--- config.mk ---
export PLATFORM = sky130hd
export DESIGN_NAME = display_scan_ctrl
export DESIGN_NICKNAME = d
export VERILOG_FILES = /design/src/rtl/display_pkg.sv /design/src/rtl/bcd_to_seg7.sv /design/src/rtl/display_scan_ctrl.sv
export SDC_FILE = /design/constraint.sdc
export NUM_CORES = 1
export LEC_CHECK = 0
export BUFFER_PORTS_ARGS = -buffer_cell sky130_fd_sc_hd__buf_2
export CORE_ASPECT_RATIO = 0.75
export CORE_MARGIN = 3
export CORE_UTILIZATION = 45
export CTS_BUF_LIST = sky130_fd_sc_hd__clkbuf_4 sky130_fd_sc_hd__clkbuf_8
export DETAILED_ROUTE_END_ITERATION = 10
export GPL_TIMING_DRIVEN = 0
export PLACE_DENSITY_LB_ADDON = 0.12
export SLEW_MARGIN = 20
export SYNTH_ARGS = -nofsm -noshare
export SYNTH_HDL_FRONTEND = slang
export SYNTH_SLANG_ARGS = --single-unit
--- constraint.sdc ---
create_clock -name clk -period 12.45 [get_ports clk]
set_clock_uncertainty 0.05 [all_clocks]
set_input_delay 1.245 -clock clk [delete_from_list [all_inputs] [get_ports clk]]
set_output_delay 1.245 -clock clk [all_outputs]
set_load 0.01 [all_outputs]
--- src/rtl/display_pkg.sv ---
// Shared types and constants for the visitor-counter display path:
// scan FSM states and active-high 7-segment patterns (bit 0 = a .. bit 6 = g).
package display_pkg;

    localparam int NDIG = 4;

    typedef enum logic [1:0] {
        IDLE  = 2'd0,
        GUARD = 2'd1,
        SHOW  = 2'd2
    } state_t;

    localparam logic [6:0] SEG_0     = 7'h3F;
    localparam logic [6:0] SEG_1     = 7'h06;
    localparam logic [6:0] SEG_2     = 7'h5B;
    localparam logic [6:0] SEG_3     = 7'h4F;
    localparam logic [6:0] SEG_4     = 7'h66;
    localparam logic [6:0] SEG_5     = 7'h6D;
    localparam logic [6:0] SEG_6     = 7'h7D;
    localparam logic [6:0] SEG_7     = 7'h07;
    localparam logic [6:0] SEG_8     = 7'h7F;
    localparam logic [6:0] SEG_9     = 7'h6F;
    localparam logic [6:0] SEG_DASH  = 7'h40;
    localparam logic [6:0] SEG_BLANK = 7'h00;

endpackage

--- src/rtl/bcd_to_seg7.sv ---
// Combinational BCD nibble to 7-segment decoder; codes above 9 render a dash,
// and the blank flag overrides everything.
module bcd_to_seg7
    import display_pkg::*;
(
    input  logic [3:0] nib,
    input  logic       blank,
    output logic [6:0] seg
);

    always_comb begin
        seg = SEG_BLANK;
        if (!blank) begin
            case (nib)
                4'd0:    seg = SEG_0;
                4'd1:    seg = SEG_1;
                4'd2:    seg = SEG_2;
                4'd3:    seg = SEG_3;
                4'd4:    seg = SEG_4;
                4'd5:    seg = SEG_5;
                4'd6:    seg = SEG_6;
                4'd7:    seg = SEG_7;
                4'd8:    seg = SEG_8;
                4'd9:    seg = SEG_9;
                default: seg = SEG_DASH;
            endcase
        end
    end

endmodule

--- src/rtl/display_scan_ctrl.sv ---
// Time-multiplexed 4-digit 7-segment scanner feeding a 2x4 digit decoder.
// Outputs are registered from next-state values so they always match the FSM.
module display_scan_ctrl
    import display_pkg::*;
#(
    parameter int SCAN_DIV = 50000,
    parameter bit BLANK_LZ = 1'b1
) (
    input  logic        clk,
    input  logic        rst,
    input  logic [15:0] bcd_in,
    input  logic        load,
    input  logic        disp_on,
    output logic        s1,
    output logic        s0,
    output logic        en,
    output logic [6:0]  seg
);

    localparam int            PW   = (SCAN_DIV > 1) ? $clog2(SCAN_DIV) : 1;
    localparam logic [PW-1:0] PMAX = PW'(SCAN_DIV - 1);

    state_t              state, state_nxt;
    logic [PW-1:0]       pcnt, pcnt_nxt;
    logic [1:0]          dig, dig_nxt;
    logic [15:0]         stage, disp, disp_nxt;
    logic                pend, pend_nxt;
    logic                slot_end, wrap, zrun;
    logic [NDIG-1:0]     blank;
    logic [NDIG-1:0][6:0] seg_dig;

    always_comb begin
        state_nxt = state;
        pcnt_nxt  = pcnt;
        dig_nxt   = dig;
        slot_end  = 1'b0;
        case (state)
            IDLE: begin
                pcnt_nxt = '0;
                dig_nxt  = '0;
                if (disp_on) state_nxt = GUARD;
            end
            GUARD: state_nxt = SHOW;
            SHOW: begin
                if (pcnt == PMAX) begin
                    pcnt_nxt  = '0;
                    dig_nxt   = dig + 2'd1;
                    state_nxt = GUARD;
                    slot_end  = 1'b1;
                end else begin
                    pcnt_nxt = pcnt + 1'b1;
                end
            end
            default: state_nxt = IDLE;
        endcase
        if (!disp_on) begin
            state_nxt = IDLE;
            pcnt_nxt  = '0;
            dig_nxt   = '0;
        end
    end

    assign wrap = slot_end && (dig == 2'd3) && disp_on;

    // New data only reaches disp while dark (IDLE) or at frame wrap, so a
    // frame never mixes digits from two different counts.
    always_comb begin
        disp_nxt = disp;
        pend_nxt = pend;
        if ((state == IDLE || wrap) && pend) begin
            disp_nxt = stage;
            pend_nxt = 1'b0;
        end
        if (load) begin
            if (wrap) begin
                disp_nxt = bcd_in;
                pend_nxt = 1'b0;
            end else begin
                pend_nxt = 1'b1;
            end
        end
    end

    // Digit k blanks when it and every higher nibble are zero; digit 0 never.
    always_comb begin
        blank = '0;
        zrun  = 1'b1;
        for (int k = NDIG - 1; k >= 1; k--) begin
            zrun     = zrun && (disp_nxt[4*k +: 4] == 4'd0);
            blank[k] = zrun && BLANK_LZ;
        end
    end

    for (genvar g = 0; g < NDIG; g++) begin : g_dec
        bcd_to_seg7 u_dec (
            .nib   (disp_nxt[4*g +: 4]),
            .blank (blank[g]),
            .seg   (seg_dig[g])
        );
    end

    always_ff @(posedge clk) begin
        if (rst) begin
            state <= IDLE;
            pcnt  <= '0;
            dig   <= '0;
            stage <= '0;
            disp  <= '0;
            pend  <= 1'b0;
            s1    <= 1'b0;
            s0    <= 1'b0;
            en    <= 1'b0;
            seg   <= SEG_BLANK;
        end else begin
            state <= state_nxt;
            pcnt  <= pcnt_nxt;
            dig   <= dig_nxt;
            disp  <= disp_nxt;
            pend  <= pend_nxt;
            if (load) stage <= bcd_in;
            {s1, s0} <= dig_nxt;
            en    <= (state_nxt == SHOW);
            seg   <= (state_nxt == IDLE) ? SEG_BLANK : seg_dig[dig_nxt];
        end
    end

endmodule

After elaboration in Yosys (flattened, before gate mapping). Memories as Yosys holds them, arrays and structs flattened. Index checks and enable logic that the tools add are counted.

Reduce and logical (&&, ||, !) cells: 15. Multiplexer cells: 21. $add $sub $neg: 2. Bitwise operators: 1. Equal/unequal tests: 5. Order comparisons: 1.

Operators with widths (number): 16-bit two-way mux (4); 16-bit one-hot mux with 2 select lines (1); 7-bit two-way mux (4); 16-bit by 1-bit adder with 16-bit output (second input constant) (1); 16-bit equality test (second input constant) (1); 7-bit binary-select mux with 2-bit select (1); 4-bit logical NOT (3); 2-bit two-way mux (4); 2-bit equality test (second input constant) (3); 2-bit one-hot mux with 3 select lines (1); 1-bit logical AND (5); 1-bit two-way mux (5); 2-bit logical NOT (2); 2-bit one-hot mux with 2 select lines (1); 2-bit nonzero test (2); 2-bit OR reduction (2); 2-bit by 3-bit < comparator with 1-bit output (second input constant) (1); 2-bit by 1-bit adder with 2-bit output (second input constant) (1); 2-bit by 1-bit equality test with 1-bit output (second input constant) (1); 1-bit logical OR (1); 1-bit NOT (1).

ROM bits: 448. Memories: 4. Input bits: 20. Output and inout port bits: 10. Word-level logic and storage cells: 59. Flip-flop bits (word level): 63.

Memory list: (name not given) (depth 16, bits a word 7, read ports 1, clocked after Yosys merged registers in 0, write ports 0, line bcd_to_seg7.sv:14) `case (nib)`; (name not given) (depth 16, bits a word 7, read ports 1, clocked after Yosys merged registers in 0, write ports 0, line bcd_to_seg7.sv:14); (name not given) (depth 16, bits a word 7, read ports 1, clocked after Yosys merged registers in 0, write ports 0, line bcd_to_seg7.sv:14); (name not given) (depth 16, bits a word 7, read ports 1, clocked after Yosys merged registers in 0, write ports 0, line bcd_to_seg7.sv:14).

Longest topological paths before layout. Gate-level depths: netlist of the first run.

Depth in word-level cells: 16. Depth in mapped cells: 16. Gate-level depth less buffers: 15.

Cells and area by module. Synthesis of the first run repeated with hierarchy kept, for this count alone.

Cell total of the unflattened synthesis: 489. Area, all modules: 3902.5 um2.

By module, submodules not included: display_scan_ctrl (instances 1, cells each 357, area each 3041.7 um2, sequential area each 1221.2 um2); bcd_to_seg7 (instances 4, cells each 33, area each 215.2 um2, sequential area each 0.0 um2).

Worst setup path after synthesis of the first run. OpenSTA, ideal clock, no wires.

Kind: input port to flip-flop. From: input load. To: register seg[1]. Path buffers: 2. Setup time: 0.137 ns. Path slack: 7.922 ns. Data required time: 12.263 ns. Data arrival time: 4.342 ns. Stages on the path: 14. Cell sequence: buf_2 -> nand3_1 -> nor2_1 -> clkbuf_1 -> nor2_1 -> a21oi_1 -> ha_1 -> inv_1 -> or4_1 -> o41a_2 -> nor4b_4 -> nor4_4 -> a221oi_1 -> a31oi_1.

Cells in the longest elaborated chain, start to end: 7.

RTL lines: start: declaration (line display_scan_ctrl.sv:12) `input logic load,`; 16-bit two-way mux * (line display_scan_ctrl.sv:74) `if (load) begin`; branches (longest 4 deep; another with memory read 16 x 7 bit); 7-bit binary-select mux with 2-bit select * (line display_scan_ctrl.sv:123) `seg <= (state_nxt == IDLE) ? SEG_BLANK : seg_dig[dig_nxt];`; 7-bit two-way mux (implied by the code) * (line display_scan_ctrl.sv:123); end signal: assignment (line display_scan_ctrl.sv:123); end: declaration (line display_scan_ctrl.sv:17) `output logic [6:0] seg`.

Every way passes the cells marked *. The select of a mux whose other input is x is not followed. A chain may end at the register's enable or synchronous reset.

Final worst setup path of the first run.
From: input disp_on. To: register seg[0].

Cells in the longest elaborated chain, start to end: 12.

RTL lines: start: declaration (line display_scan_ctrl.sv:13) `input logic disp_on,`; branches (longest 12 deep; another with memory read 16 x 7 bit).

Parallel ways; which one is timed is not known. The select of a mux whose other input is x is not followed.

==> impl_metrics.csv, run 1 <==
group,metric,value,unit
run_status,outcome,"complete, no violations",
sta,fin_tns_setup,0,ns
sta,period_share,43.7,%
placed_design,place_congestion,0.869,
global_route,overflow,0,
cts,worstSkewPairLatency,0.35,ns
global_route,grt_first_pass_wirelength,17100,um
synthesis,seq_area_frac_synth,31.5,%
sta,hold_viol,0,
cts,clk_pin_slew,0.07,ns
sta,rsz0062_at_grt,"no",
route,via_per_inst,6.00,
critical_path,cp_top_family,"simple AND/OR/NAND/NOR gates",
power_and_ir_drop,p_int,341,uW
synthesis,syn_avg_cell_area,8.20,sq um
route,via_count,3721,
power_and_ir_drop,power.leakage,0.00189,uW
route,drtIter0Drc,316,
floorplan,pin_count,30,
placed_design,dpl_cell_area,0.00414,sq mm
power_and_ir_drop,comb_power_share,17.9,%
floorplan,rows,28,
placed_design,port_buffers,27,
route,drcViolationCount,0,
synthesis,synth_largest_area_cell,"dfxtp_1",
critical_path,arrival,5.61,ns
global_route,first_global_vias,3319,
global_route,antenna_found_initial,0,
placed_design,post-dp-hpwl,8160,um
power_and_ir_drop,switching_power,137,uW
sta,worst_pin_slew,0.885,ns
critical_path,cpMaxStageDelayCell,"nor4b_4",
power_and_ir_drop,p_clk_share,38.6,%
finish,diodes,0,
synthesis,yosysWarnings,0,
critical_path,critPathRequiredTime,12.63,ns
finish,seq_area,0.00122,sq mm
route,post_drt_wl_per_cell,17.4,um
sta,max_clock_freq,0.184,GHz
finish,fin_area,0.00434,sq mm
sta,fin_ws,7.01,ns
synthesis,synth_edf_count,0,
finish,final_util,53.4,%
finish,final_nets,553,
route,first_pass_iters,5,
critical_path,cp.depth,15,
global_route,grt_use_total,22.3,%
cts,cts_sinks,61,
power_and_ir_drop,swShare,28.7,%
critical_path,r2r_cells,15,
sta,fin_crit,5.44,ns
cts,cts_resized,0,
sta,setup_viol,0,
sta,relSlewSlack,41.0,%
critical_path,path_cells,"buf_2, and3b_1, nand3_1, nor2_1, clkbuf_1, nor2_1, a21oi_1, ha_1, inv_1, or4_1, o41a_2, nor4b_4, nor4_4, a221oi_1, a31oi_1",
floorplan,die_x,113,um
synthesis,synth_area_leaders,"dfxtp_1 32%, ha_1 7.4%, nor2_1 6.2%",
finish,area_growth,12.2,%
floorplan,initial_core_util,47.6,%
power_and_ir_drop,irDropWorstVdd,0.0670,mV
critical_path,max_stage_delay,0.58,ns
floorplan,die_h,86.3,um
global_route,grt_max_degree,11,
sta,slew_viol_final,0,
synthesis,netlist.area_leader.share,31.5,%
cts,ctsHoldBuffers,0,
route,wl,10800,um
floorplan,die_area,0.00977,sq mm
cts,cts_tree,"yes",
cts,postCtsSetupRepairBufs,0,
placed_design,dp_slack,6.76,ns
cts,numCtsBuffers,9,
finish,multi_input_area,0.00243,sq mm
placed_design,dp.cells,604,
synthesis,synthDistinctLibCells,60,
cts,cts.path.max_buffers,2,
finish,nFillCells,783,
synthesis,ys_ff_latch,61,
finish,final_cells,620,
cts,htreeDepth,3,
cts,root_buffer,"clkbuf_8",
synthesis,ys.flop_type,"dfxtp_1",
critical_path,path_class,"in2reg",
flow_run,cap_violations,0,
critical_path,critPathBufInv,3,
floorplan,core_area,0.00813,sq mm
synthesis,async_flop_share,0,%
critical_path,crit_top_cell,"nor2_1",
critical_path,endpoint_kind,"flop",
power_and_ir_drop,seqPwrFrac,43.5,%
synthesis,syn_nets,515,
synthesis,syn_area,0.00387,sq mm
finish,layout-drive-gt1-share,15.5,%
power_and_ir_drop,p_per_area,110,mW/mm^2
hold_path,whs_path_depth,2,
critical_path,start_kind,"input port",
critical_path,path_max_fanout,10,
route,ant_nets,0,
hold_path,hp-class,"reg2reg",
synthesis,syn_inst,472,
==> stage by stage <==
stage / total power, uW / hold WS (ns)
2_1_floorplan: 271 / 0.404
3_3_place_gp: 295 / 0.422
3_5_place_dp: 296 / 0.431
4_1_cts: 481 / 0.440
5_1_grt: 500 / 0.474
6_report: 478 / 0.447
==> final cells by class <==
class,count,share of cell area (%)
plain buffers,35,3.92
clock buffers,13,3.69
clock inverters,3,1.04
inverters,14,1.21
multi-input cells,362,55.9
flip-flops and latches,61,28.1
well taps,105,3.02
repair buffers,27,3.11
==> Yosys cell counts (all sizes together) (7+ instances only) <==
cell type   n
nand3b      8
clkbuf     23
mux2        7
mux2i      21
nor3       12
dfxtp      61
a31oi       7
o21ai      23
a21oi      34
o211ai     10
ha         23
inv        14
nand2      33
nor2       64
buf        12
a22oi       8
nand3      18
and3        9
==> kinds of logic (layout without fill, tap and decap cells) <==
| kind of cell | Yosys count | in the layout | synth area share [%] |
|---|---|---|---|
| buffers and inverters | 49 | 92 | 5.75 |
| adder cells (fa/ha/maj) | 23 | 23 | 7.43 |
| AO/OA/AOI/OAI | 129 | 129 | 22.9 |
| flip-flops | 61 | 61 | 31.5 |
| multiplexers | 28 | 28 | 7.46 |
| AND/OR/NAND/NOR | 182 | 182 | 24.9 |
==> cells in the final DEF, fill, tap and decap left out, types with 4 or more instances in the layout <==
cell      netlist  routed
a31oi_1         7       7
a41o_1          5       5
ha_1           23      23
or3_1           4       4
nor3_1         12      12
a21oi_1        34      34
clkbuf_1       23      23
inv_1          14      14
buf_2           7      34
a211oi_1        4       4
dfxtp_1        61      61
nor2b_1         4       4
and2_1          4       4
o211ai_1       10      10
o21ai_0        22      22
mux2i_1        21      21
nand2_1        33      33
a22oi_1         8       8
nor2_1         64      64
nand3b_1        8       8
buf_6           4       4
clkbuf_8        0      10
a31o_2          4       4
o31a_1          4       4
and3_1          9       9
mux2_2          7       7
nand3_1        18      18
==> sequential cells by signal, indices dropped and copies added (netlist names), 2 cells and up <==
signal and cells:
disp 16, pcnt 16, seg 7, stage 16, state 2
==> layer usage <==
layer / up-vias / part of all wire (%) / global-route usage, %
li1: 1795 / - / -
met1: 1779 / 51 / 33.3
met2: 132 / 40 / 32.3
met3: 15 / 7.4 / 5.16
met4: 0 / 1.4 / 5.57
met5: - / 0 / 0
==> power by group through the flow <==
stage | Sequential [uW] | Combinational, uW | Clock (uW)
6_report | 208 | 85.7 | 185
5_1_grt | 209 | 93.5 | 197
4_1_cts | 208 | 84.4 | 188
3_5_place_dp | 212 | 84.0 | 0
3_3_place_gp | 212 | 83.1 | 0
2_1_floorplan | 213 | 58.2 | 0
==> tightest hold or removal path, cell delays in order (launching register included) <==
cell     delay [ns]
dfxtp_1        0.32
o21ai_0        0.07
a21oi_1        0.06
==> worst paths after layout <==
path,startpoint,to,slack [ns]
worst min-delay path,pcnt[15]$_SDFFE_PP0N_,pcnt[15]$_SDFFE_PP0N_,0.45
worst max register to register,dig[0]$_SDFF_PP0_,seg[0]$_SDFF_PP0_,7.44
worst max-delay path,disp_on,seg[0]$_SDFF_PP0_,7.01
worst min register to register,pcnt[15]$_SDFFE_PP0N_,pcnt[15]$_SDFFE_PP0N_,0.45
Power figures use the tool's default switching activity.
==> inputs of run 2 (changes only) <==
- clock period: 12.45 -> 4.83 ns (I/O delays scaled with it)
==> impl_metrics.csv, run 2 (synthesized netlist as in run 1, its figures left out) <==
group,metric,value,unit
cts,cts.path.max_buffers,2,
sta,worst_pin_slew,0.882,ns
cts,clk_pin_slew,0.07,ns
global_route,grt_max_degree,11,
finish,final_common_cell,"nor2_1",
floorplan,core_area,0.00813,sq mm
global_route,grt_first_pass_wirelength,17100,um
cts,cts_tree,"yes",
sta,slew_viol_final,0,
route,drtIter0Drc,304,
critical_path,arrival,4.79,ns
cts,htreeDepth,3,
critical_path,path_cells,"ha_1, and3_1, and4_1, buf_2, o21ai_2, mux2i_1, nor2_1, a21oi_2, ha_1, inv_1, or4_1, o41a_2, nor4b_4, nor4_4, a221oi_1, a31oi_1",
global_route,first_global_vias,3326,
sta,fin_hold_ws,0.344,ns
placed_design,post-dp-hpwl,8160,um
route,via_count,3735,
finish,final_nets,553,
critical_path,cp.depth,16,
cts,numCtsBuffers,9,
sta,setup_viol,0,
route,ant_nets,0,
critical_path,r2r_cells,16,
cts,cts_sinks,61,
finish,diodes,0,
route,first_pass_iters,5,
critical_path,critPathRequiredTime,5.01,ns
finish,area_growth,12.5,%
finish,nFillCells,783,
finish,multi_input_area,0.00244,sq mm
finish,final_util,53.6,%
cts,root_buffer,"clkbuf_8",
critical_path,cp_top_family,"simple AND/OR/NAND/NOR gates",
floorplan,pin_count,30,
floorplan,initial_core_util,47.6,%
hold_path,hp-class,"in2reg",
critical_path,critPathBufInv,2,
route,drcViolationCount,0,
floorplan,die_x,113,um
sta,rsz0062_at_grt,"no",
flow_run,cap_violations,0,
sta,fin_crit,4.62,ns
route,via_per_inst,6.02,
finish,top_regs,"disp (16), pcnt (16), stage (16)",
sta,max_clock_freq,0.217,GHz
sta,hold_viol,0,
run_status,outcome,"complete, no violations",
power_and_ir_drop,fin_total_pwr,1230,uW
critical_path,path_max_fanout,10,
floorplan,die_area,0.00977,sq mm
critical_path,max_stage_delay,0.58,ns
finish,layout-drive-gt1-share,16.3,%
critical_path,start_kind,"flop",
power_and_ir_drop,p_per_area,282,mW/mm^2
placed_design,place_congestion,0.869,
route,post_drt_wl_per_cell,17.4,um
critical_path,endpoint_kind,"flop",
placed_design,port_buffers,27,
critical_path,crit_top_cell,"ha_1",
finish,final_cell_mix,"63 x nor2_1, 61 x dfxtp_1, 34 x buf_2, 33 x nand2_1, 33 x a21oi_1",
sta,relSlewSlack,41.2,%
finish,seq_area,0.00122,sq mm
floorplan,die_h,86.3,um
global_route,antenna_found_initial,0,
critical_path,path_class,"reg2reg",
sta,period_share,95.6,%
global_route,overflow,0,
floorplan,rows,28,
critical_path,cpMaxStageDelayCell,"nor4b_4",
power_and_ir_drop,power.leakage,0.00190,uW
power_and_ir_drop,irDropWorstVdd,0.172,mV
cts,worstSkewPairLatency,0.35,ns
route,wl,10800,um
global_route,grt_use_total,22.4,%
hold_path,whs_path_depth,3,
cts,postCtsSetupRepairBufs,0,
run 2: report_power, final:
part | leakage [uW] | internal [uW] | switching (uW)
logic | 0.00130 | 84.1 | 137
registers | 0.000498 | 526 | 10.6
clock network | 0.000100 | 270 | 203
total | 0.00190 | 880 | 351
run 2: metal layers:
layer  wire, um  up-vias  global-route usage, %
met4        145        0                   5.57
met3        845       17                   5.16
li1           -     1796                      -
met2       4400      143                   32.4
met5          0        -                      0
met1       5410     1779                   33.4
run 2: layout make-up:
cell class	count	share of cell area, %
Sequential cell	61	28.0
Multi-Input combinational cell	362	56.0
Clock buffer	13	3.68
Clock inverter	3	1.03
Buffer	35	3.94
Tap cell	105	3.02
Inverter	14	1.21
Timing Repair Buffer	27	3.10
run 2: worst paths after layout:
kind / slack, ns / startpoint / endpoint
setup / recovery: 0.21 / pcnt[0]$_SDFFE_PP0N_ / seg[0]$_SDFF_PP0_
hold / removal: 0.34 / bcd_in[4] / stage[4]$_SDFFE_PP0P_
setup reg to reg: 0.21 / pcnt[0]$_SDFFE_PP0N_ / seg[0]$_SDFF_PP0_
hold reg to reg: 0.45 / pcnt[15]$_SDFFE_PP0N_ / pcnt[15]$_SDFFE_PP0N_
run 2: through the flow:
stage               setup TNS [ns]  worst slack, ns  instance area [sq um]  cells
floorplan                        0            0.871                   3870    472
global placement            -0.344           -0.141                   4140    604
detailed placement          -0.224          -0.0975                   4140    604
CTS                              0            0.153                   4350    620
global route                     0         0.000433                   4360    620
finish                           0            0.212                   4360    620
run 2: repair_timing:
action,CTS,global route
hold buffers,0,0
setup endpoints to repair,3,7
gates resized for setup,2,3
run 2: worst register-to-register path: stages, from the launching register on:
cell and delay (ns):
dfxtp_1 0.34, ha_1 0.25, and3_1 0.24, and4_1 0.28
buf_2 0.22, o21ai_2 0.31, mux2i_1 0.23, nor2_1 0.06
a21oi_2 0.33, ha_1 0.25, inv_1 0.08, or4_1 0.50
o41a_2 0.17, nor4b_4 0.58, nor4_4 0.12, a221oi_1 0.45
a31oi_1 0.07
==> inputs of run 3 (changes only) <==
- ABC_AREA: unset -> 1
- BUFFER_PORTS_ARGS: -buffer_cell sky130_fd_sc_hd__buf_2 -> -buffer_cell sky130_fd_sc_hd__clkbuf_2
- clock period: 4.83 -> 5.13 ns (I/O delays scaled with it)
==> impl_metrics.csv, run 3 <==
group,metric,value,unit
critical_path,arrival,3.53,ns
global_route,first_global_vias,3487,
placed_design,post-dp-hpwl,7530,um
sta,slew_viol_final,0,
synthesis,synthAdderAreaFrac,7.51,%
synthesis,async_flop_share,0,%
synthesis,synthSimpleGateAreaFrac,41.0,%
sta,hold_viol,0,
hold_path,hp-class,"in2reg",
floorplan,die_h,85.9,um
cts,cts.path.max_buffers,2,
sta,period_share,64.2,%
synthesis,yosysWarnings,0,
finish,nFillCells,830,
critical_path,path_class,"reg2reg",
run_status,outcome,"complete, no violations",
synthesis,synthXorXnorAreaFrac,0,%
finish,area_growth,12.5,%
sta,worst_pin_slew,0.695,ns
critical_path,start_kind,"flop",
global_route,grt_first_pass_wirelength,16900,um
critical_path,critPathRequiredTime,5.37,ns
floorplan,pin_count,30,
cts,root_buffer,"clkbuf_8",
route,post_drt_wl_per_cell,13.6,um
placed_design,place_congestion,0.894,
synthesis,synth_area_leaders,"dfxtp_1 32%, nand2_1 12%, nand3_1 8.0%",
finish,diodes,0,
sta,fin_tns_setup,0,ns
global_route,overflow,0,
route,via_per_inst,5.11,
finish,layout-drive-gt1-share,17.0,%
route,wl,9670,um
synthesis,seq_area_frac_synth,31.9,%
power_and_ir_drop,fin_total_pwr,1140,uW
synthesis,synthMuxAreaShare,0,%
finish,top_regs,"disp (16), pcnt (16), stage (16)",
floorplan,die_x,113,um
finish,final_nets,646,
sta,fin_crit,3.29,ns
synthesis,syn_area,0.00383,sq mm
power_and_ir_drop,irDropWorstVdd,0.159,mV
cts,cts_sinks,61,
synthesis,syn_nets,606,
synthesis,synth_compound_area_share,11.6,%
power_and_ir_drop,p_per_area,265,mW/mm^2
floorplan,core_area,0.00809,sq mm
synthesis,ys_ff_latch,61,
synthesis,synth_largest_area_cell,"dfxtp_1",
finish,final_cell_mix,"119 x nand2_1, 78 x nor2_1, 61 x nand3_1, 61 x dfxtp_1, 50 x inv_1",
route,ant_nets,0,
route,drcViolationCount,0,
synthesis,synth_edf_count,0,
cts,cts_resized,0,
sta,relSlewSlack,53.7,%
synthesis,netlist_top_cells_count,"119 x nand2_1, 78 x nor2_1, 61 x dfxtp_1, 61 x nand3_1, 50 x inv_1",
floorplan,initial_core_util,47.4,%
cts,cts_tree,"yes",
sta,max_clock_freq,0.304,GHz
route,via_count,3638,
synthesis,syn_inst,563,
sta,rsz0062_at_grt,"no",
cts,ctsHoldBuffers,0,
floorplan,rows,28,
synthesis,netlist.area_leader.share,31.9,%
global_route,antenna_found_initial,0,
synthesis,synthDistinctLibCells,43,
global_route,grt_max_degree,11,
route,first_pass_iters,5,
floorplan,die_area,0.00967,sq mm
synthesis,ys.flop_type,"dfxtp_1",
placed_design,port_buffers,29,
cts,numCtsBuffers,9,
global_route,grt_use_total,21.7,%
cts,clk_pin_slew,0.07,ns
synthesis,yosysMostFrequentCell,"nand2_1",
sta,setup_viol,0,
power_and_ir_drop,power.leakage,0.00198,uW
route,drtIter0Drc,243,
synthesis,syn_avg_cell_area,6.81,sq um
cts,htreeDepth,3,
flow_run,cap_violations,0,
cts,worstSkewPairLatency,0.36,ns
cts,postCtsSetupRepairBufs,0,
critical_path,path_max_fanout,10,
finish,final_common_cell,"nand2_1",
synthesis,synth_top_family_by_area,"simple AND/OR/NAND/NOR gates",
critical_path,endpoint_kind,"flop",
==> run 3: changes by cell type after synthesis, sizes merged, moves of 14 or more <==
| cell | delta |
|---|---|
| nand2 | +103 |
| nand3 | +51 |
| inv | +42 |
| nor2 | +27 |
| mux2i | -21 |
| clkbuf | -14 |
==> run 3: cell type report <==
cell class,instances,area [sq um],share of cell area (%)
Multi-Input combinational cell,426,2300,53.4
Sequential cell,61,1220,28.3
Inverter,59,221,5.13
Clock buffer,14,174,4.03
Timing Repair Buffer,29,145,3.37
Tap cell,105,131,3.05
Buffer,17,86.3,2.00
Clock inverter,1,30.0,0.696
==> run 3: worst paths after layout <==
| check | end | slack, ns | depth (start not counted) | startpoint |
|---|---|---|---|---|
| worst min register to register | pcnt[14]$_SDFFE_PP0N_ | 0.42 | 2 | pcnt[14]$_SDFFE_PP0N_ |
| worst max register to register | seg[3]$_SDFF_PP0_ | 1.84 | 20 | pcnt[1]$_SDFFE_PP0N_ |
| worst min-delay path | stage[6]$_SDFFE_PP0P_ | 0.36 | 3 | bcd_in[6] |
| worst max-delay path | seg[3]$_SDFF_PP0_ | 1.84 | 20 | pcnt[1]$_SDFFE_PP0N_ |
==> run 3: power by group <==
part | switching (uW) | internal (uW)
sequential | 7.26 | 492
clock | 191 | 265
combinational | 125 | 62.3
==> run 3: stage by stage <==
stage | hold slack, ns | cell area (sq um) | cells | util [%] | setup slack (ns)
floorplan | 0.399 | 3830 | 563 | - | 2.46
global placement | 0.412 | 4110 | 697 | 50.8 | 1.80
detailed placement | 0.419 | 4110 | 697 | 50.8 | 1.78
CTS | 0.345 | 4310 | 712 | 53.3 | 1.83
global route | 0.351 | 4310 | 712 | 53.3 | 1.47
finish | 0.356 | 4310 | 712 | 53.3 | 1.84
==> run 3: kinds of logic (layout without fill, tap and decap cells) <==
logic type / after synthesis / after routing
adder cells (fa/ha/maj): 23 / 23
AND/OR/NAND/NOR: 325 / 325
AO/OA/AOI/OAI: 78 / 78
flip-flops: 61 / 61
buffers and inverters: 76 / 120
==> run 3: per-layer routing <==
metal	vias to the layer above	global-route usage, %	wire, um
met5	-	0	0
met4	0	4.48	74
met3	9	6.14	512
met2	69	31.4	3730
met1	1656	32.1	5350
li1	1904	-	-
==> run 3: worst max-delay path: stages (launching register included) <==
cell     delay [ns]
dfxtp_1        0.35
ha_1           0.21
nand3_2        0.15
nor2_2         0.20
nand3_4        0.14
nand2_4        0.14
nand2_4        0.10
buf_6          0.16
inv_1          0.09
nand2_1        0.06
a31oi_1        0.42
inv_1          0.22
ha_1           0.33
inv_1          0.04
nor2_1         0.13
nor2_1         0.06
nor2_1         0.10
nor2_1         0.05
nand2_1        0.07
nand2_1        0.06
nor2_2         0.10
